==> src/rtl/fpu_arbiter.sv <==
// fpu_arbiter: round-robin arbiter/sequencer sharing one FPU adder core
// between two requesters. Operands are held on the FPU inputs for
// FPU_LATENCY cycles, then the FPU result/status is returned to the owner
// through a valid/ready response handshake.
// Optional feature: define FPU_ARB_ZERO_BYPASS_EN to skip the FPU when an
// accepted operand is zero (bits[30:0] == 0).
module fpu_arbiter #(
  parameter int FPU_LATENCY = 12,
  parameter int CNT_W       = 16
) (
  input  logic             clock_100Khz,
  input  logic             reset,
  input  logic [1:0]       req_valid,
  output logic [1:0]       req_ready,
  input  logic [31:0]      req_a_0,
  input  logic [31:0]      req_b_0,
  input  logic [31:0]      req_a_1,
  input  logic [31:0]      req_b_1,
  output logic [1:0]       rsp_valid,
  input  logic [1:0]       rsp_ready,
  output logic [31:0]      rsp_data,
  output logic [1:0]       rsp_status,
  output logic [31:0]      fpu_op_a,
  output logic [31:0]      fpu_op_b,
  input  logic [31:0]      fpu_data_in,
  input  logic [1:0]       fpu_status_in,
  output logic             busy,
  output logic [CNT_W-1:0] done_cnt_0,
  output logic [CNT_W-1:0] done_cnt_1
);

  typedef enum logic [1:0] {
    ST_IDLE = 2'd0,
    ST_WAIT = 2'd1,
    ST_RESP = 2'd2
  } state_t;

  localparam logic [7:0]       LAT_M1       = 8'(FPU_LATENCY - 1);
  localparam logic [1:0]       STATUS_EXACT = 2'd2;
  localparam logic [CNT_W-1:0] CNT_ONE      = {{(CNT_W-1){1'b0}}, 1'b1};

  state_t           r_state;
  state_t           w_next_state;
  logic             r_last_grant;
  logic             r_owner;
  logic [7:0]       r_cnt;
  logic [31:0]      r_fpu_op_a;
  logic [31:0]      r_fpu_op_b;
  logic [31:0]      r_rsp_data;
  logic [1:0]       r_rsp_status;
  logic [1:0]       r_rsp_valid;
  logic [CNT_W-1:0] r_done_cnt_0;
  logic [CNT_W-1:0] r_done_cnt_1;

  logic             w_any_valid;
  logic             w_winner;
  logic [1:0]       w_winner_onehot;
  logic [1:0]       w_owner_onehot;
  logic [31:0]      w_sel_a;
  logic [31:0]      w_sel_b;
  logic             w_accept;
  logic             w_cnt_zero;
  logic             w_rsp_fire;
  logic             w_bypass;
  logic [31:0]      w_bypass_data;

  // Round-robin winner: a lone requester wins, a tie goes to the one not granted last
  always_comb begin
    w_any_valid = |req_valid;
    if (req_valid == 2'b11) begin
      w_winner = ~r_last_grant;
    end else if (req_valid[1]) begin
      w_winner = 1'b1;
    end else begin
      w_winner = 1'b0;
    end
    w_winner_onehot = w_winner ? 2'b10 : 2'b01;
    if (w_winner) begin
      w_sel_a = req_a_1;
      w_sel_b = req_b_1;
    end else begin
      w_sel_a = req_a_0;
      w_sel_b = req_b_0;
    end
  end

`ifdef FPU_ARB_ZERO_BYPASS_EN
  logic w_a_zero;
  logic w_b_zero;

  // Zero-operand shortcut: the sum is the other operand, -0 only for (-0)+(-0)
  always_comb begin
    w_a_zero = (w_sel_a[30:0] == 31'd0);
    w_b_zero = (w_sel_b[30:0] == 31'd0);
    w_bypass = w_a_zero | w_b_zero;
    if (w_a_zero && w_b_zero) begin
      w_bypass_data = {w_sel_a[31] & w_sel_b[31], 31'd0};
    end else if (w_a_zero) begin
      w_bypass_data = w_sel_b;
    end else if (w_b_zero) begin
      w_bypass_data = w_sel_a;
    end else begin
      w_bypass_data = 32'd0;
    end
  end
`else
  // Every request goes through the FPU; no shortcut path exists
  always_comb begin
    w_bypass      = 1'b0;
    w_bypass_data = 32'd0;
  end
`endif

  assign w_owner_onehot = r_owner ? 2'b10 : 2'b01;
  assign w_accept       = |(req_valid & req_ready);
  assign w_cnt_zero     = (r_cnt == 8'd0);
  assign w_rsp_fire     = (r_state == ST_RESP) && rsp_ready[r_owner];

  // State register; reset drops any in-flight operation
  always_ff @(posedge clock_100Khz or negedge reset) begin
    if (!reset) begin
      r_state <= ST_IDLE;
    end else begin
      r_state <= w_next_state;
    end
  end

  // Next-state decision
  always_comb begin
    w_next_state = r_state;
    case (r_state)
      ST_IDLE: begin
        if (w_accept) begin
          w_next_state = w_bypass ? ST_RESP : ST_WAIT;
        end else begin
          w_next_state = ST_IDLE;
        end
      end
      ST_WAIT: begin
        if (w_cnt_zero) begin
          w_next_state = ST_RESP;
        end else begin
          w_next_state = ST_WAIT;
        end
      end
      ST_RESP: begin
        if (w_rsp_fire) begin
          w_next_state = ST_IDLE;
        end else begin
          w_next_state = ST_RESP;
        end
      end
      default: begin
        w_next_state = ST_IDLE;
      end
    endcase
  end

  // Per-state outputs: grant only in IDLE, busy everywhere else
  always_comb begin
    req_ready = 2'b00;
    busy      = 1'b1;
    case (r_state)
      ST_IDLE: begin
        busy = 1'b0;
        if (w_any_valid) begin
          req_ready = w_winner_onehot;
        end else begin
          req_ready = 2'b00;
        end
      end
      ST_WAIT, ST_RESP: begin
        busy      = 1'b1;
        req_ready = 2'b00;
      end
      default: begin
        busy      = 1'b1;
        req_ready = 2'b00;
      end
    endcase
  end

  // Operand latch, latency countdown, result capture and completion counters
  always_ff @(posedge clock_100Khz or negedge reset) begin
    if (!reset) begin
      r_last_grant <= 1'b1;
      r_owner      <= 1'b0;
      r_cnt        <= 8'd0;
      r_fpu_op_a   <= 32'd0;
      r_fpu_op_b   <= 32'd0;
      r_rsp_data   <= 32'd0;
      r_rsp_status <= STATUS_EXACT;
      r_rsp_valid  <= 2'b00;
      r_done_cnt_0 <= {CNT_W{1'b0}};
      r_done_cnt_1 <= {CNT_W{1'b0}};
    end else begin
      case (r_state)
        ST_IDLE: begin
          if (w_accept) begin
            r_fpu_op_a   <= w_sel_a;
            r_fpu_op_b   <= w_sel_b;
            r_owner      <= w_winner;
            r_last_grant <= w_winner;
            r_cnt        <= LAT_M1;
            if (w_bypass) begin
              r_rsp_data   <= w_bypass_data;
              r_rsp_status <= STATUS_EXACT;
              r_rsp_valid  <= w_winner_onehot;
            end
          end
        end
        ST_WAIT: begin
          if (w_cnt_zero) begin
            r_rsp_data   <= fpu_data_in;
            r_rsp_status <= fpu_status_in;
            r_rsp_valid  <= w_owner_onehot;
          end else begin
            r_cnt <= r_cnt - 8'd1;
          end
        end
        ST_RESP: begin
          if (w_rsp_fire) begin
            r_rsp_valid <= 2'b00;
            if (r_owner) begin
              r_done_cnt_1 <= r_done_cnt_1 + CNT_ONE;
            end else begin
              r_done_cnt_0 <= r_done_cnt_0 + CNT_ONE;
            end
          end
        end
        default: begin
          r_rsp_valid <= 2'b00;
        end
      endcase
    end
  end

  assign rsp_valid  = r_rsp_valid;
  assign rsp_data   = r_rsp_data;
  assign rsp_status = r_rsp_status;
  assign fpu_op_a   = r_fpu_op_a;
  assign fpu_op_b   = r_fpu_op_b;
  assign done_cnt_0 = r_done_cnt_0;
  assign done_cnt_1 = r_done_cnt_1;

endmodule

==> config.mk <==
export PLATFORM = sky130hd
export DESIGN_NAME = fpu_arbiter
export DESIGN_NICKNAME = d
export VERILOG_FILES = /design/src/rtl/fpu_arbiter.sv
export SDC_FILE = /design/constraint.sdc
export NUM_CORES = 1
export LEC_CHECK = 0
export ABC_AREA = 0
export CELL_PAD_IN_SITES_DETAIL_PLACEMENT = 2
export CELL_PAD_IN_SITES_GLOBAL_PLACEMENT = 2
export CORE_MARGIN = 5
export CORE_UTILIZATION = 25
export DETAILED_ROUTE_END_ITERATION = 6
export PLACE_DENSITY = 0.83
export SLEW_MARGIN = 5
export SYNTH_ARGS = -nofsm -noshare
export SYNTH_HDL_FRONTEND = slang
export SYNTH_SLANG_ARGS = --single-unit
==> constraint.sdc <==
create_clock -name clock_100Khz -period 2.2 [get_ports clock_100Khz]
set_input_delay 0.44 -clock clock_100Khz [delete_from_list [all_inputs] [get_ports clock_100Khz]]
set_output_delay 0.44 -clock clock_100Khz [all_outputs]
set_load 0.01 [all_outputs]
### Word-level counts from Yosys, hierarchy flattened

Cells that the tools add are included.

* bits in writable memories: 0
* latch bits: 0
* input port bits: 168
* memories kept: 0
* register bits after elaboration: 144
* word-level logic and storage cells: 59
* output and inout port bits: 135
* ROM bits: 0

* div/mod/pow operators: 0
* bitwise operators: 4
* equality and inequality tests: 7
* reductions and logical operators: 12
* muxes and demuxes: 21
* add/sub/neg operators: 3
* multiply operators: 0
* $lt $le $gt $ge: 1
* shifts and indexed selects: 0

Operators with widths (number)
* 32-bit two-way mux: 2
* 16-bit by 1-bit adder with 16-bit output, second input constant: 2
* 2-bit two-way mux: 8
* 8-bit two-way mux: 2
* 8-bit case mux with 2 select lines: 1
* 2-bit case mux with 3 select lines: 2
* 3-bit AND reduction: 4
* 8-bit zero test: 1
* 2-bit inequality test, second input constant: 4
* 8-bit by 1-bit subtractor with 8-bit output, second input constant: 1
* 1-bit two-way mux: 6
* 2-bit == test, second input constant: 2
* 2-bit AND reduction: 2
* 2-bit OR reduction: 2
* 1-bit inverter: 3
* 2-bit AND: 1
* 2-bit by 1-bit == test with 1-bit output, second input constant: 1
* 2-bit zero test: 1
* 1-bit by 2-bit less-than comparator with 1-bit output, second input constant: 1
* 2-bit nonzero test: 1
* 1-bit logical AND: 1

### Depth between registers and ports, before layout

* word-level depth: 9
* depth in mapped cells: 7
* gate-level depth less buffers: 7

### Least setup slack after synthesis

Ideal clock, no wire load.

* path kind: register to register
* from: reg r_cnt[0]
* to: reg r_cnt[4]
* required time: 2.077 ns
* period minus slack after synthesis: 1.844 ns
* stages on the path, launching flop included: 7
* data arrival time: 1.722 ns
* slack: 0.356 ns
* path buffers: 0
* library setup time: 0.123 ns
* cells stage by stage: dfrtp_1 inv_1 ha_1 and4bb_4 a211o_4 or4_4 mux2i_1

* cells in the longest elaborated chain, start to end: 3
* elaborated cells between the ends (all ways): 6
* classes of those cells: add/sub (1); eq/ne (1); mux (2); reduce/logical (2)

RTL lines
* start, declared: line 46 `logic [7:0] r_cnt;`
* start signal, assigned: line 218 `r_cnt <= r_cnt - 8'd1;`
* 8-bit by 1-bit subtractor with 8-bit output / 8-bit zero test (equally long branches): line 218, 116
* 8-bit two-way mux / 2-bit inequality test (equally long branches)
* 8-bit case mux with 2 select lines / 3-bit AND reduction (equally long branches)

Parallel ways exist; a longest one is shown, timed or not. The select of a mux whose other input is x is not followed.
A chain may end at the register's enable or synchronous reset.

### Final worst setup path

* from: reg r_state[1]
* to: out busy

* cells in the longest elaborated chain, start to end: 2

RTL lines
* start, declared: line 42 `state_t r_state;`
* start signal, assigned: line 124 `r_state <= w_next_state;`
* 2-bit zero test: line 163 `case (r_state)`
* 1-bit two-way mux: line 163
* end, declared: line 27 `output logic busy,`

No other way between the ends.

==> results.md <==
* Num ports at 303
* Flops & latches, synth at 144
* Diodes inserted at 0
* Share of cells above drive strength 1 at 0.1229
* Largest area contributor in the netlist: dfrtp_1
* TritonRoute pass-1 iters at 4
* Critical R2R Capture: r_cnt[4]$_DFFE_PN0P_
* Status: complete, no violations
* Power per cell area at 1140 mW/mm²
* Slew Limit Headroom at 0.5940
* Fmax at 479.5 MHz
* Kind of critical path: flop to primary output
* Placed Cells at 1188
* CTS buffer count at 17
* Syn Inst Count at 554
* Post-synth design cell area at 0.006487 mm²
* Vias at 5456
* Top post-synthesis cells by count: dfrtp_1, nand2_1, o21ai_0
* Pin count of the biggest net entering global routing at 69
* Critical path arrival at 1.65 ns
* R2R Setup Slk at 0.23 ns
* Synth async-reset ratio at 1.000
* Antenna viol nets, final at 0
* Main synth FF type: dfrtp_1
* Largest cells by area after synthesis: dfrtp_1, mux2i_1, mux2_4
* Hold path cells at 1
* Syn_area_per_cell at 11.71 µm²
* P_leak at 4.758 nW
* Critical path cell sequence: nor2_4 > buf_4 > inv_1 > clkdlybuf4s50_1
* Critical path's slowest cell: clkdlybuf4s50_1
* Crit-path max FO at 5
* Post-layout util at 0.4128
* Worst skew pair latency at 0.41 ns
* Critical Path End Type: primary output
* Die height at 171.1 µm
* Yosys cell types at 41
* Worst path max stage delay at 0.47 ns
* TritonCTS Sinks at 144
* Synthesized Nets at 726
* Sequential Power Share at 0.356
* RSZ-0062 raised after global routing: no
* DRC viols at 0
* DRT iter0 DRCs at 166
* CTS tree: done
* Tcrit/Tclk final at 0.9480
* Clk_skew at 0.008035 ns
* Filler cell count at 2764
* RD Place Congestion at 0.7176
* Wire per inst at 18.98 µm
* Tightest Pin Transition at 0.6005 ns
* Critical Path Start Type: flop
* CTS clk-pin slew, worst paths at 0.07 ns
* Gr usage total at 0.1567
* Max Buffers Root-to-Sink at 2
* Synthesis-to-layout area growth at 64.40%
* Final setup vio count at 0
* Root Buffer: clkbuf_16
* Min-delay src: done_cnt_1[15]$_DFFE_PN0P_
* Fin nets at 1046
* Hold Crit Class: flop to flop
* Sw Ratio at 0.3241
* Dominant cell by count in the synthesized netlist: dfrtp_1
* YS warnings at 0
* Data required, critical path at 1.76 ns
* Final Hold Vio Count at 0
* Hold Path Sink: done_cnt_1[15]$_DFFE_PN0P_
* Final non-filler cell total at 1222
* Initial Util at 0.2511
* Comb power frac at 0.397
* Fin area at 0.01067 mm²
* DP Area at 0.01004 mm²
* Post-synth top area share at 0.5477
* Buffers on Ports at 302
* Fin. max-slew vios at 0
* Sequential fraction of the synthesis area at 0.5558
* FF-to-FF Start: r_cnt[0]$_DFFE_PN0P_
* Vias in the first global route at 6252
* Min Clock Period, post-route at 2.086 ns
* Die W at 171.1 µm
* Clock Power Share at 0.247
* Core ar. at 0.02584 mm²
* Worst r2r path cells at 6
* Die area at 0.02927 mm²
* Switching pwr at 3.942 mW
* Post-synth EDFFs at 0
* First-pass GRT wire length at 35.51 mm
* Post-Route WL at 23.19 mm
* Max cap viols at 0
* DPL Wire Length at 18.15 mm
* P_int at 8.221 mW
* Row count at 59
* Grt ovf at 0
* Via-to-Cell Ratio at 4.465
* Setup TNS Final at 0 ns
* Peak supply drop at 0.4420 mV
* Initial antenna violation count at 1
* H-tree depth at 4
## worst max-delay path, delay by kind of cell, from the launching register on
kind          cells  cell delay (ns)
simple gates      1             0.15
buf+inv           3             0.66
flops             1             0.42
## timing repair
action	CTS	global route
hold buffers	1	0
endpoints found under the hold margin	38	0
setup endpoints to repair	3	0
setup buffers	1	0
resized for setup	4	0
## metal layers
metal | wire (µm) | vias up | GRT usage
met5 | 20 | - | 0
met4 | 221 | 2 | 0.04065
met3 | 2562 | 17 | 0.07001
met2 | 11600 | 223 | 0.2715
met1 | 8787 | 2667 | 0.1764
li1 | - | 2547 | -
## layout make-up
| class | count | area, µm² | area share |
|---|---|---|---|
| flip-flops and latches | 144 | 3606 | 0.3381 |
| repair buffers | 329 | 3289 | 0.3084 |
| multi-input cells | 371 | 2705 | 0.2536 |
| inverters | 11 | 41.29 | 0.003871 |
| well taps | 335 | 419.2 | 0.03930 |
| clock inverters | 12 | 147.6 | 0.01384 |
| clock buffers | 20 | 456.7 | 0.04282 |
## placed cells by master (no fill, tap or decap), drive strengths merged, types with 6 or more instances in the layout
master	instances
o21ai	71
nand2	86
xor2	7
nand4	8
clkdlybuf4s50	299
mux2i	68
nor2	10
mux2	35
nor3	6
dfrtp	142
clkbuf	20
inv	17
buf	27
xnor2	23
nand3	17
a21oi	7
## flip-flops by register name, indices dropped and copies added, names as in the netlist
signal        count
r_owner           1
done_cnt_1       16
fpu_op_a         32
r_cnt             8
rsp_valid         2
r_last_grant      1
done_cnt_0       16
rsp_data         32
fpu_op_b         32
rsp_status        2
r_state           2
## worst max-delay path by stage
stage / startpoint / to / cells after the start
floorplan: r_cnt[0]$_DFFE_PN0P_ / r_cnt[4]$_DFFE_PN0P_ / 6
global placement: req_valid[0] / req_ready[0] / 4
finish: r_state[1]$_DFF_PN0_ / busy / 4
CTS: r_state[1]$_DFF_PN0_ / busy / 4
global route: r_state[1]$_DFF_PN0_ / busy / 4
detailed placement: req_valid[0] / req_ready[0] / 4
## power groups by stage
stage               clock network [mW]  registers (mW)  logic (mW)
global route                      3.24            4.49        5.27
floorplan                            0            4.67        1.62
finish                            3.01            4.33        4.82
CTS                               3.12            4.36        4.95
detailed placement                   0            4.38        4.92
global placement                     0            4.29        4.77
## metrics by stage
step | worst slack [ns] | hold slack, ns | power (mW)
after floorplan | 0.3557 | 0.1444 | 6.290
after global placement | -0.05353 | 0.4347 | 9.062
after detailed placement | -0.1352 | 0.4358 | 9.299
after CTS | 0.09057 | 0.4796 | 12.42
after global routing | 0.02994 | 0.4971 | 13.00
final | 0.1143 | 0.4736 | 12.16
## kinds of logic (layout without fill, tap and decap cells)
| family | Yosys count | count (layout) | share of synthesized area |
|---|---|---|---|
| AND/OR/NAND/NOR | 153 | 153 | 0.1171 |
| flip-flops | 144 | 144 | 0.5558 |
| AO/OA/AOI/OAI | 81 | 81 | 0.06519 |
| multiplexers | 103 | 103 | 0.1824 |
| XOR/XNOR | 30 | 30 | 0.04050 |
| adder cells (fa/ha/maj) | 4 | 4 | 0.007715 |
| buffers and inverters | 39 | 372 | 0.03124 |
Power figures use the tool's default switching activity.
